**src/rtl/cbfp_pkg.sv**
```systemverilog
// cbfp_pkg: shared constants, vector typedefs and the shift helper for the CBFP denorm path.
package cbfp_pkg;

   localparam int unsigned CBFP_IDX_WIDTH  = 5;
   localparam int unsigned CBFP_MAX_IDX    = 12;
   localparam int unsigned CBFP_I_WIDTH    = 11;
   localparam int unsigned CBFP_DATA_WIDTH = 16;
   localparam int unsigned CBFP_N_POINT    = 512;

   typedef logic [CBFP_DATA_WIDTH-1:0][CBFP_IDX_WIDTH-1:0]      idx_vec_t;
   typedef logic signed [CBFP_DATA_WIDTH-1:0][CBFP_I_WIDTH-1:0] mant_vec_t;

   // Left shift that brings a lane at exponent index idx back to the max_idx scale.
   // Indices above max_idx carry no extra information and clamp to no shift.
   function automatic int unsigned shift_amt(input int unsigned idx, input int unsigned max_idx);
      return (idx > max_idx) ? 0 : (max_idx - idx);
   endfunction

endpackage

```
**src/rtl/cbfp_idx_fifo.sv**
```systemverilog
// cbfp_idx_fifo: circular buffer of index vectors, pointers carry one extra wrap bit.
// Push/pop qualification (full/empty guarding) is done by the caller.
module cbfp_idx_fifo
   import cbfp_pkg::*;
#(
   parameter int unsigned WIDTH = $bits(idx_vec_t),
   parameter int unsigned DEPTH = 8
) (
   input  logic                    clk,
   input  logic                    rst,
   input  logic                    push,
   input  logic                    pop,
   input  logic [WIDTH-1:0]        wdata,
   output logic [WIDTH-1:0]        rdata,
   output logic                    full,
   output logic                    empty,
   output logic [$clog2(DEPTH):0]  level
);

   localparam int unsigned AW = $clog2(DEPTH);

   logic [WIDTH-1:0] mem_q [DEPTH];
   logic [AW:0]      wptr_q;
   logic [AW:0]      rptr_q;

   // Pointer advance; reset empties the buffer.
   always_ff @(posedge clk) begin
      if (rst) begin
         wptr_q <= '0;
         rptr_q <= '0;
      end else begin
         if (push) wptr_q <= wptr_q + 1'b1;
         if (pop)  rptr_q <= rptr_q + 1'b1;
      end
   end

   // Storage is not reset: a slot is only read after it has been written.
   always_ff @(posedge clk) begin
      if (push) mem_q[wptr_q[AW-1:0]] <= wdata;
   end

   assign rdata = mem_q[rptr_q[AW-1:0]];
   assign empty = (wptr_q == rptr_q);
   assign full  = (wptr_q[AW] != rptr_q[AW]) && (wptr_q[AW-1:0] == rptr_q[AW-1:0]);
   assign level = wptr_q - rptr_q;

endmodule

```
**src/rtl/cbfp_denorm.sv**
```systemverilog
// cbfp_denorm: realigns buffered exponent indices with later mantissa vectors, shifts each
// lane back to the common MAX_IDX scale and tags frame ends. One cycle latency.
// Optional build macro CBFP_DENORM_STAT_EN enables sticky err_ovf/err_unf and fifo_level;
// without it those outputs are tied to 0.
module cbfp_denorm
   import cbfp_pkg::*;
#(
   parameter int unsigned I_WIDTH    = CBFP_I_WIDTH,
   parameter int unsigned IDX_WIDTH  = CBFP_IDX_WIDTH,
   parameter int unsigned MAX_IDX    = CBFP_MAX_IDX,
   parameter int unsigned O_WIDTH    = I_WIDTH + MAX_IDX,
   parameter int unsigned DATA_WIDTH = CBFP_DATA_WIDTH,
   parameter int unsigned DEPTH      = 8,
   parameter int unsigned N_POINT    = CBFP_N_POINT
) (
   input  logic                                 clk,
   input  logic                                 rst,
   input  logic                                 idx_valid,
   input  logic [IDX_WIDTH*DATA_WIDTH-1:0]      idx_in,
   input  logic                                 din_valid,
   input  logic signed [I_WIDTH*DATA_WIDTH-1:0] din_re,
   input  logic signed [I_WIDTH*DATA_WIDTH-1:0] din_im,
   output logic                                 dout_valid,
   output logic signed [O_WIDTH*DATA_WIDTH-1:0] dout_re,
   output logic signed [O_WIDTH*DATA_WIDTH-1:0] dout_im,
   output logic                                 frame_last,
   output logic                                 err_ovf,
   output logic                                 err_unf,
   output logic [$clog2(DEPTH):0]               fifo_level
);

   localparam int unsigned IW         = IDX_WIDTH * DATA_WIDTH;
   localparam int unsigned OW         = O_WIDTH * DATA_WIDTH;
   localparam int unsigned FRAME_VECS = N_POINT / DATA_WIDTH;
   localparam int unsigned CW         = (FRAME_VECS > 1) ? $clog2(FRAME_VECS) : 1;
   localparam logic [CW-1:0] CNT_LAST = CW'(FRAME_VECS - 1);

   logic                   fifo_full, fifo_empty;
   logic                   push, pop, bypass, underflow;
   logic [IW-1:0]          fifo_rdata, idx_sel;
   logic [$clog2(DEPTH):0] fifo_lvl;
   logic signed [OW-1:0]   shf_re, shf_im;

   logic                   dout_valid_q, frame_last_q;
   logic signed [OW-1:0]   dout_re_q, dout_im_q;
   logic [CW-1:0]          cnt_q;

   // Bypass leaves the FIFO untouched; a push into a full FIFO is allowed only alongside a pop.
   assign bypass    = fifo_empty & idx_valid & din_valid;
   assign pop       = din_valid & ~fifo_empty;
   assign push      = idx_valid & ~bypass & (~fifo_full | pop);
   assign underflow = din_valid & fifo_empty & ~idx_valid;

   cbfp_idx_fifo #(
      .WIDTH (IW),
      .DEPTH (DEPTH)
   ) u_idx_fifo (
      .clk   (clk),
      .rst   (rst),
      .push  (push),
      .pop   (pop),
      .wdata (idx_in),
      .rdata (fifo_rdata),
      .full  (fifo_full),
      .empty (fifo_empty),
      .level (fifo_lvl)
   );

   // Index source: live input on bypass, MAX_IDX (no shift) on underflow, else FIFO head.
   always_comb begin
      idx_sel = fifo_rdata;
      if (bypass) begin
         idx_sel = idx_in;
      end else if (underflow) begin
         idx_sel = {DATA_WIDTH{IDX_WIDTH'(MAX_IDX)}};
      end
   end

   // Per-lane sign extension and exact left shift back to the common scale.
   always_comb begin
      int unsigned sh;
      sh     = 0;
      shf_re = '0;
      shf_im = '0;
      for (int i = 0; i < DATA_WIDTH; i++) begin
         sh = shift_amt(32'(idx_sel[i*IDX_WIDTH +: IDX_WIDTH]), MAX_IDX);
         shf_re[i*O_WIDTH +: O_WIDTH] = O_WIDTH'($signed(din_re[i*I_WIDTH +: I_WIDTH])) <<< sh;
         shf_im[i*O_WIDTH +: O_WIDTH] = O_WIDTH'($signed(din_im[i*I_WIDTH +: I_WIDTH])) <<< sh;
      end
   end

   // Output registers and frame counter; data holds between valid vectors.
   always_ff @(posedge clk) begin
      if (rst) begin
         dout_valid_q <= 1'b0;
         frame_last_q <= 1'b0;
         dout_re_q    <= '0;
         dout_im_q    <= '0;
         cnt_q        <= '0;
      end else begin
         dout_valid_q <= din_valid;
         frame_last_q <= din_valid && (cnt_q == CNT_LAST);
         if (din_valid) begin
            dout_re_q <= shf_re;
            dout_im_q <= shf_im;
            cnt_q     <= (cnt_q == CNT_LAST) ? '0 : cnt_q + 1'b1;
         end
      end
   end

   assign dout_valid = dout_valid_q;
   assign frame_last = frame_last_q;
   assign dout_re    = dout_re_q;
   assign dout_im    = dout_im_q;

`ifdef CBFP_DENORM_STAT_EN
   logic overflow;
   logic err_ovf_q, err_unf_q;

   assign overflow = idx_valid & fifo_full & ~pop;

   // Sticky error flags, cleared only by reset.
   always_ff @(posedge clk) begin
      if (rst) begin
         err_ovf_q <= 1'b0;
         err_unf_q <= 1'b0;
      end else begin
         if (overflow)  err_ovf_q <= 1'b1;
         if (underflow) err_unf_q <= 1'b1;
      end
   end

   assign err_ovf    = err_ovf_q;
   assign err_unf    = err_unf_q;
   assign fifo_level = fifo_lvl;
`else
   logic unused_lvl;
   assign unused_lvl = ^fifo_lvl;
   assign err_ovf    = 1'b0;
   assign err_unf    = 1'b0;
   assign fifo_level = '0;
`endif

endmodule

```
**config.mk**
```make
export PLATFORM = sky130hd
export DESIGN_NAME = cbfp_denorm
export DESIGN_NICKNAME = d
export VERILOG_FILES = /design/src/rtl/cbfp_pkg.sv /design/src/rtl/cbfp_idx_fifo.sv /design/src/rtl/cbfp_denorm.sv
export SDC_FILE = /design/constraint.sdc
export NUM_CORES = 2
export LEC_CHECK = 0
export CAP_MARGIN = 10
export CELL_PAD_IN_SITES_DETAIL_PLACEMENT = 2
export CELL_PAD_IN_SITES_GLOBAL_PLACEMENT = 2
export CORE_AREA = 2 2 503 505
export CTS_CLUSTER_SIZE = 30
export DETAILED_ROUTE_END_ITERATION = 10
export DIE_AREA = 0 0 505 507
export PLACE_DENSITY_LB_ADDON = 0.1
export SKIP_CTS_REPAIR_TIMING = 1
export SYNTH_ARGS = -nofsm -noshare
export SYNTH_HDL_FRONTEND = slang
export SYNTH_HIERARCHICAL = 1
export SYNTH_SLANG_ARGS = --single-unit
```
**constraint.sdc**
```tcl
create_clock -name clk -period 29.4 [get_ports clk]
set_input_delay 5.88 -clock clk [delete_from_list [all_inputs] [get_ports clk]]
set_output_delay 5.88 -clock clk [all_outputs]
set_load 0.02 [all_outputs]
```
==> results.toml <==
[outcome]
outcome = "finished, final reports clean"

[worst_setup_path]
cp.depth = 15
worstSetupStartpointType = "input pin"
crit_type = "input pin to flip-flop"
required_ns = 30.09
max_stage_delay_ns = 0.91
path_cells = "buf_8 -> buf_4 -> buf_4 -> buf_4 -> nand4_2 -> nand2_1 -> inv_1 -> ha_1 -> inv_1 -> nor3_1 -> nand2_1 -> o221a_2 -> and2_1 -> o32ai_1 -> a311oi_1"
r2r_slack_ns = 22.12
critical_path.top_delay_family = "buffers and inverters"
crit_buf_inv = 6
r2r_cells = 16
endpoint_kind = "flip-flop"
critPathSlowestCell = "ha_1"
arrival_ns = 12.34
crit_fanout = 78
crit_top_cell = "buf_4"

[cts]
cts.sinks = 1394
root_buffer = "clkbuf_16"
h-tree-depth = 4
cts_tree = "done"
clk_latency_ns = 0.86
clockBufferDepth = 3
clkTransAtPathRegs_ns = 0.06
cts_buffers = 168

[placed_design]
gp_congestion = 0.966
dp_cells = 11383
dp_hpwl_um = 336000
placed_cell_area_um2 = 89100
portBuffers = 1173

[sta]
rsz0062_at_grt = "no"
timing.fmax_mhz = 85.8
setup_viol = 0
min_period_ns = 11.65
maxSlewViolCount = 0
setup_tns_ns = 0
tightest_slew_ns = 1.28
hold_viol = 0
post-route-period-util_pct = 39.6
maxSlewHeadroom_pct = 14.3
clock_skew_ns = 0.0372

[min_path]
min_path_cells = 2
hp-class = "flip-flop to flip-flop"

[logic_synthesis]
avgSynthCellArea_um2 = 10.3
synth_area_um2 = 74700
synth_warnings = 6
synthCells = 7281

[layout]
num-fill-cells = 26695
final_common_cell = "clkdlybuf4s50_1"
syn_to_final_growth_pct = 27.2
layout_common_cells = "clkdlybuf4s50_1 (1170), nand2_1 (807), dfxtp_1 (751), edfxtp_1 (640), nor2_1 (503)"
final_cells = 11753
drive_gt1_share_pct = 11.4
fin_nets = 8667
final_area_um2 = 94900

[global_route]
first_global_vias = 74435
grt_max_degree = 131
grt_remaining_overflow = 0
track_usage_pct = 33.2
antenna_found_initial = 120
grt_pass1_wl_um = 614000

[routing]
first_iter_violations = 5732
vias = 71344
viasPerCell = 6.07
wl_per_cell_um = 37.6
ant_nets = 0
drt-pass1-iter-count = 7
drcViolationCount = 0
totalWireLength_um = 442000

[power_and_ir_drop]
fin_total_pwr_mw = 12.1
leakage_nw = 32.3
ir_worst_vdd_uv = 69.0
p_per_area_nw_per_um2 = 127

[floorplan]
die_w_um = 505
coreArea_um2 = 250000
start_util_pct = 29.8
die_area_um2 = 256000
io_pins = 1180
rows = 184
fp.dieH_um = 507

[flow_run]
maxCapViolations = 0
through the flow:
stage | util [%] | hold slack (ns) | worst slack [ns]
after floorplan | - | 0.467 | 15.11
after global placement | 35.6 | 0.440 | 17.20
after detailed placement | 35.6 | 0.448 | 17.07
after CTS | 37.8 | 0.458 | 17.95
after global routing | 37.9 | 0.478 | 17.47
final | 37.9 | 0.451 | 17.75
path summary, 6_finish.rpt:
path	from	to
worst max-delay path	din_valid	dout_im[359]$_SDFFE_PP0P_
worst min-delay path	dout_re[90]$_SDFFE_PP0P_	dout_re[90]$_SDFFE_PP0P_
worst max register to register	u_idx_fifo/wptr_q[0]$_SDFFE_PP0P_	dout_re[340]$_SDFFE_PP0P_
worst min register to register	dout_re[90]$_SDFFE_PP0P_	dout_re[90]$_SDFFE_PP0P_
worst register-to-register path: cells and delay by family (launching register included):
family | cells | cell delay (ns)
compound gates | 2 | 0.54
simple gates | 5 | 2.42
buf+inv | 5 | 2.15
mux | 2 | 0.68
flops | 1 | 0.40
fa+ha+maj | 2 | 0.96
where the power goes:
part / total (mW) / switching (mW) / internal [mW]
combinational: 6.96 / 4.60 / 2.36
clock: 2.20 / 0.928 / 1.27
sequential: 2.92 / 0.470 / 2.45
total: 12.1 / 6.00 / 6.08
sequential cells by signal, indices dropped and copies added (netlist names), named ones only:
signal / flops
cnt_q: 5
dout_im: 368
dout_re: 368
dout_valid: 1
frame_last: 1
u_idx_fifo/mem_q: 640
u_idx_fifo/rptr_q: 4
u_idx_fifo/wptr_q: 4
metal layers:
layer	wire length (µm)	vias to the layer above	global-route usage [%]
li1	-	30624	-
met1	167000	37205	37.7
met2	217000	2644	57.6
met3	25400	819	6.25
met4	31800	52	20.6
met5	352	-	0
layout make-up:
class / instances / area (µm²) / area share (%)
multi-input combinational: 5255 / 37500 / 39.5
sequential: 1394 / 34300 / 36.2
timing repair buffer: 1298 / 12700 / 13.4
clock buffer: 232 / 4790 / 5.05
tap: 3348 / 4190 / 4.41
clock inverter: 80 / 922 / 0.971
inverter: 91 / 352 / 0.370
antenna: 55 / 138 / 0.145
Power figures use the tool's default switching activity.
